**config.mk**
```make
export PLATFORM = sky130hd
export DESIGN_NAME = psion_lcd_capture
export DESIGN_NICKNAME = d
export VERILOG_FILES = /design/src/rtl/psion_lcd_capture.sv
export SDC_FILE = /design/constraint.sdc
export NUM_CORES = 1
export LEC_CHECK = 0
export CAP_MARGIN = 30
export CORE_MARGIN = 3
export CORE_UTILIZATION = 55
export CTS_BUF_LIST = sky130_fd_sc_hd__clkbuf_2
export DETAILED_ROUTE_END_ITERATION = 12
export PLACE_DENSITY = 0.86
export SYNTH_ARGS = -nofsm -noshare
export SYNTH_HDL_FRONTEND = slang
export SYNTH_SLANG_ARGS = --single-unit
```
**constraint.sdc**
```tcl
create_clock -name clk -period 1.7 [get_ports clk]
set_input_delay 0.17 -clock clk [delete_from_list [all_inputs] [get_ports clk]]
set_output_delay 0.17 -clock clk [all_outputs]
set_load 0.01 [all_outputs]
```
**src/rtl/psion_lcd_capture.sv**
```systemverilog
// Psion 5MX LCD bus receiver: oversamples the panel lines, rebuilds nibble pairs into
// framebuffer bytes and emits single-cycle write strobes with {row, byte-column} addresses.
module psion_lcd_capture #(
  parameter int unsigned WIDTH  = 160,
  parameter int unsigned HEIGHT = 240,
  parameter int unsigned X_BITS = 7,
  parameter bit          INVERT = 1'b1
) (
  input  logic                clk,
  input  logic                reset,
  input  logic                lcd_clk,
  input  logic                lcd_row,
  input  logic                lcd_frame,
  input  logic                lcd_enable,
  input  logic [3:0]          lcd_data,
  output logic                wr_en,
  output logic [8+X_BITS-1:0] wr_addr,
  output logic [7:0]          wr_data,
  output logic                frame_done,
  output logic                locked,
  output logic                overrun,
  input  logic                clear_err
);

  localparam int unsigned AW = 8 + X_BITS;
  localparam int unsigned IW = X_BITS + 1;

  // Bit layout of the sampled bus: [0]=clk [1]=row [2]=frame [3]=enable [7:4]=data
  localparam int unsigned B_CLK = 0;
  localparam int unsigned B_ROW = 1;
  localparam int unsigned B_FRM = 2;
  localparam int unsigned B_EN  = 3;

  typedef enum logic {
    WAIT_FRAME = 1'b0,
    ACTIVE     = 1'b1
  } state_t;

  logic [7:0]    sync1_q;
  logic [7:0]    sync2_q;
  logic [1:0]    hist_q;

  logic          clk_rise_q;
  logic          row_rise_q;
  logic          frame_q;
  logic          enable_q;
  logic [3:0]    data_q;

  state_t        state_q;
  logic [7:0]    y_q;
  logic [X_BITS-1:0] xb_q;
  logic          phase_q;
  logic [3:0]    n0_q;

  logic          wr_en_q;
  logic [AW-1:0] wr_addr_q;
  logic [7:0]    wr_data_q;
  logic          frame_done_q;
  logic          locked_q;
  logic          overrun_q;

  logic [IW-1:0] pos_c;
  logic          row_full_c;
  logic          frame_full_c;
  logic          frame_mark_c;
  logic [3:0]    nib_c;
  logic          err_c;

  // Two-flop synchronizer plus history flop for edge detection on clk/row
  always_ff @(posedge clk) begin
    if (reset) begin
      sync1_q <= '0;
      sync2_q <= '0;
      hist_q  <= '0;
    end else begin
      sync1_q <= {lcd_data, lcd_enable, lcd_frame, lcd_row, lcd_clk};
      sync2_q <= sync1_q;
      hist_q  <= sync2_q[1:0];
    end
  end

  // Event stage: edges and level lines registered together so the nibble stays aligned
  always_ff @(posedge clk) begin
    if (reset) begin
      clk_rise_q <= 1'b0;
      row_rise_q <= 1'b0;
      frame_q    <= 1'b0;
      enable_q   <= 1'b0;
      data_q     <= '0;
    end else begin
      clk_rise_q <= sync2_q[B_CLK] & ~hist_q[B_CLK];
      row_rise_q <= sync2_q[B_ROW] & ~hist_q[B_ROW];
      frame_q    <= sync2_q[B_FRM];
      enable_q   <= sync2_q[B_EN];
      data_q     <= sync2_q[7:4];
    end
  end

  always_comb begin
    pos_c        = {xb_q, phase_q};
    row_full_c   = (pos_c >= IW'(WIDTH));
    frame_full_c = (32'(y_q) >= HEIGHT);
    frame_mark_c = row_rise_q & frame_q;
    nib_c        = INVERT ? ~data_q : data_q;
    err_c        = 1'b0;
    if (enable_q && (state_q == ACTIVE)) begin
      if (row_rise_q) begin
        err_c = phase_q;
      end else if (clk_rise_q) begin
        err_c = row_full_c | (phase_q & frame_full_c);
      end
    end
  end

  // Capture FSM with registered outputs; a row event always takes priority over a clock event
  always_ff @(posedge clk) begin
    if (reset) begin
      state_q      <= WAIT_FRAME;
      y_q          <= '0;
      xb_q         <= '0;
      phase_q      <= 1'b0;
      n0_q         <= '0;
      wr_en_q      <= 1'b0;
      wr_addr_q    <= '0;
      wr_data_q    <= '0;
      frame_done_q <= 1'b0;
      locked_q     <= 1'b0;
      overrun_q    <= 1'b0;
    end else begin
      wr_en_q      <= 1'b0;
      frame_done_q <= 1'b0;
      overrun_q    <= (overrun_q & ~clear_err) | err_c;
      if (!enable_q) begin
        state_q  <= WAIT_FRAME;
        locked_q <= 1'b0;
      end else begin
        case (state_q)
          WAIT_FRAME: begin
            if (frame_mark_c) begin
              y_q      <= '0;
              xb_q     <= '0;
              phase_q  <= 1'b0;
              state_q  <= ACTIVE;
              locked_q <= 1'b1;
            end
          end
          ACTIVE: begin
            locked_q <= 1'b1;
            if (row_rise_q) begin
              xb_q    <= '0;
              phase_q <= 1'b0;
              if (frame_q) begin
                y_q          <= '0;
                frame_done_q <= 1'b1;
              end else if (y_q != 8'hFF) begin
                y_q <= y_q + 8'd1;
              end
            end else if (clk_rise_q && !row_full_c) begin
              if (!phase_q) begin
                n0_q    <= nib_c;
                phase_q <= 1'b1;
              end else begin
                if (!frame_full_c) begin
                  wr_en_q   <= 1'b1;
                  wr_data_q <= {n0_q, nib_c};
                  wr_addr_q <= {y_q, xb_q};
                end
                xb_q    <= xb_q + X_BITS'(1);
                phase_q <= 1'b0;
              end
            end
          end
          default: begin
            state_q  <= WAIT_FRAME;
            locked_q <= 1'b0;
          end
        endcase
      end
    end
  end

  assign wr_en      = wr_en_q;
  assign wr_addr    = wr_addr_q;
  assign wr_data    = wr_data_q;
  assign frame_done = frame_done_q;
  assign locked     = locked_q;
  assign overrun    = overrun_q;

endmodule

```
==> impl_metrics.csv <==
group,metric,value,unit
outcome,status,"finished clean",
yosys,ys_top_cells_by_count,"74 x dfxtp_1, 42 x nand2b_1, 28 x mux2i_1",
critical_path,required,2.12,ns
critical_path,start_kind,"flip-flop",
grt,grt.total_usage,17.33,%
floorplan,placementRows,25,
floorplan,die-area,6193,sq um
layout,post-route-util,71.41,%
layout,layout.nets,339,
critical_path,crit_type,"reg2reg",
critical_path,worst-path-buf-inv,0,
critical_path,crit_fanout,4,
floorplan,start_util,59.18,%
sta,max_freq,0.6145,GHz
placed_design,place_area,3318,sq um
yosys,synth_top_area_cell,"dfxtp_1",
grt,grt_max_degree,46,
power,p_leak,1.263,nW
sta,tightestPinTransition,0.4209,ns
critical_path,r2r_cells,5,
clocking,clockRootBuffer,"clkbuf_2",
critical_path,cp_top_family,"simple AND/OR/NAND/NOR gates",
grt,grt_pass1_wl,8604,um
yosys,yosysMostFrequentCell,"dfxtp_1",
placed_design,post-dp-hpwl,3343,um
clocking,insertion_delay,0.48,ns
yosys,synth_edf_count,0,
routing,detail-route-antenna-nets,0,
sta,hold_viol,0,
floorplan,core,4911,sq um
sta,finalCriticalPeriod,1.627,ns
yosys,synth.distinct_cells,43,
critical_path,slowest_delay,0.62,ns
routing,first_pass_iters,4,
power,total_power,2.913,mW
clocking,htree_levels,3,
clocking,clockBufferDepth,2,
sta,slew_violations,0,
yosys,synthArstFlopShare,0,%
placed_design,port_buffers,37,
placed_design,dp_slack,0.08168,ns
routing,wirelength,5139,um
clocking,cts_tree,"built",
placed_design,gp_congestion,0.8597,
yosys,synthTopCellsByArea,"dfxtp_1 51%, mux2i_1 9.6%, nand2b_1 9.0%",
clocking,cts_sinks,74,
yosys,synth_cells,279,
critical_path,arrival,2.05,ns
routing,initialDrtViolationCount,128,
power,powerDensity,830.6,nW/um^2
grt,gr-total-overflow,0,
floorplan,ios,38,
yosys,ys_seq_elements,74,
sta,grt_setup_unrepaired,"true",
critical_path,crit_chain,"ha_1 -> nand3_2 -> o21ai_0 -> or4b_2 -> a21oi_1",
clocking,numCtsBuffers,9,
min_path,holdPathStages,3,
yosys,syn_nets,292,
floorplan,die_h,78.70,um
critical_path,worst-path-stages,5,
routing,viasPerCell,5.317,
yosys,synthesis.area,2907,sq um
min_path,hold_path_class,"in2reg",
yosys,ys_seq_area_share,50.97,%
critical_path,critPathSlowestCell,"or4b_2",
layout,num_antenna_cells,0,
grt,grt_pass1_vias,1909,
layout,drive_gt1_share,12.69,%
clocking,clk_pin_slew_worst_paths,0.19,ns
layout,fillers,384,
routing,wire_per_inst,12.91,um
layout,fin_area,3507,sq um
yosys,synth_flop_cell,"dfxtp_1",
routing,drc,0,
yosys,synth.top_cell.area_share,50.97,%
power,peakVddDrop,0.0007666,V
floorplan,die_w,78.70,um
sta,finClkSkew,0.01747,ns
sta,worst_slack,0.07258,ns
grt,antenna_found_initial,0,
sta,setup_violations,0,
routing,num_vias,2116,
yosys,avgSynthCellArea,10.42,sq um
layout,area_growth,20.66,%
sta,slew_headroom,71.73,%
critical_path,end_kind,"flip-flop",
sta,whs,0.1043,ns
sta,period_share,95.73,%
flow_run,cap_violations,0,
yosys,yosysWarnings,0,
-- cells in the final DEF, fill, tap and decap left out, types with 2 or more instances in the layout --
cell and count:
mux2i_1 28, or2_2 4, nand3_1 6, nand2b_1 42, buf_4 9, a21oi_1 11
bufinv_16 2, clkdlybuf4s50_1 36, clkbuf_2 9, nand4_1 3, ha_1 2, nor2b_1 27
or4_1 3, xor2_1 2, o211ai_1 4, o21ai_0 5, nor2_1 10, or3_1 3
dfxtp_1 72, inv_1 3, clkinv_1 3, o21ai_2 2, o2bb2ai_1 2, a21o_1 2
o311ai_1 2, o31ai_1 3, nand2_1 11
-- worst min-delay path, cell delays in order --
cell,delay (ns)
buf_2,0.20
nand2b_1,0.13
mux2i_1,0.06
-- stage by stage --
stage | setup TNS (ns) | std cells
final | 0 | 398
after global routing | -0.1115 | 398
after CTS | 0 | 393
after detailed placement | 0 | 377
after global placement | 0 | 377
after floorplan | 0 | 279
-- metal layers --
metal	wire length (um)	global-route usage, %	share of wire, %	vias to the layer above
met4	94	8.566	1.8	0
li1	-	-	-	1059
met2	2429	27.08	47	58
met3	214	3.515	4.2	10
met1	2400	22.82	47	989
met5	0	0	0	-
-- power breakdown --
group | total (mW) | switching, mW | internal [mW]
Clock | 1.05 | 0.579 | 0.470
Combinational | 0.0983 | 0.0423 | 0.0561
Sequential | 1.77 | 0.00718 | 1.76
Total | 2.91 | 0.628 | 2.29
-- what timing repair did --
item / 4_1_cts / 5_1_grt
hold buffers: 0 / 0
setup endpoints to repair: 0 / 17
resized for setup: 0 / 6
buffers inserted: 0 / 5
-- sequential cells by signal, indices dropped and copies added, names as in the netlist --
signal,flops
frame_done,1
enable_q,1
xb_q,7
wr_addr,15
sync1_q,8
state_q,1
clk_rise_q,1
data_q,4
y_q,8
row_rise_q,1
wr_data,8
locked,1
overrun,1
hist_q,2
wr_en,1
frame_q,1
sync2_q,8
n0_q,4
phase_q,1
-- cell families (layout without fill, tap and decap cells) --
logic type,Yosys count,in the layout,share of synthesized area [%]
AOI/OAI and AO/OA,36,36,8.352
buffers and inverters,14,66,2.970
DFF,74,74,50.97
xor gates and xnor gates,3,3,0.9042
adders and majority gates,2,2,0.8608
and+or+nand+nor,122,122,26.30
muxes,28,28,9.643
-- final timing paths --
kind,from,endpoint,slack (ns)
setup / recovery,y_q[0],y_q[1],0.07
hold / removal,reset,wr_addr[2],0.10
setup reg to reg,y_q[0],y_q[1],0.07
hold reg to reg,hist_q[0],clk_rise_q,0.39
-- area by class of cell --
cell class	instances	area [sq um]	share of cell area, %
tap	67	83.83	2.390
sequential	74	1486	42.38
clock inverter	7	83.83	2.390
inverter	3	11.26	0.3211
multi-input combinational	191	1344	38.32
timing repair buffer	47	452.9	12.91
clock buffer	9	45.04	1.284
Power figures use the tool's default switching activity.
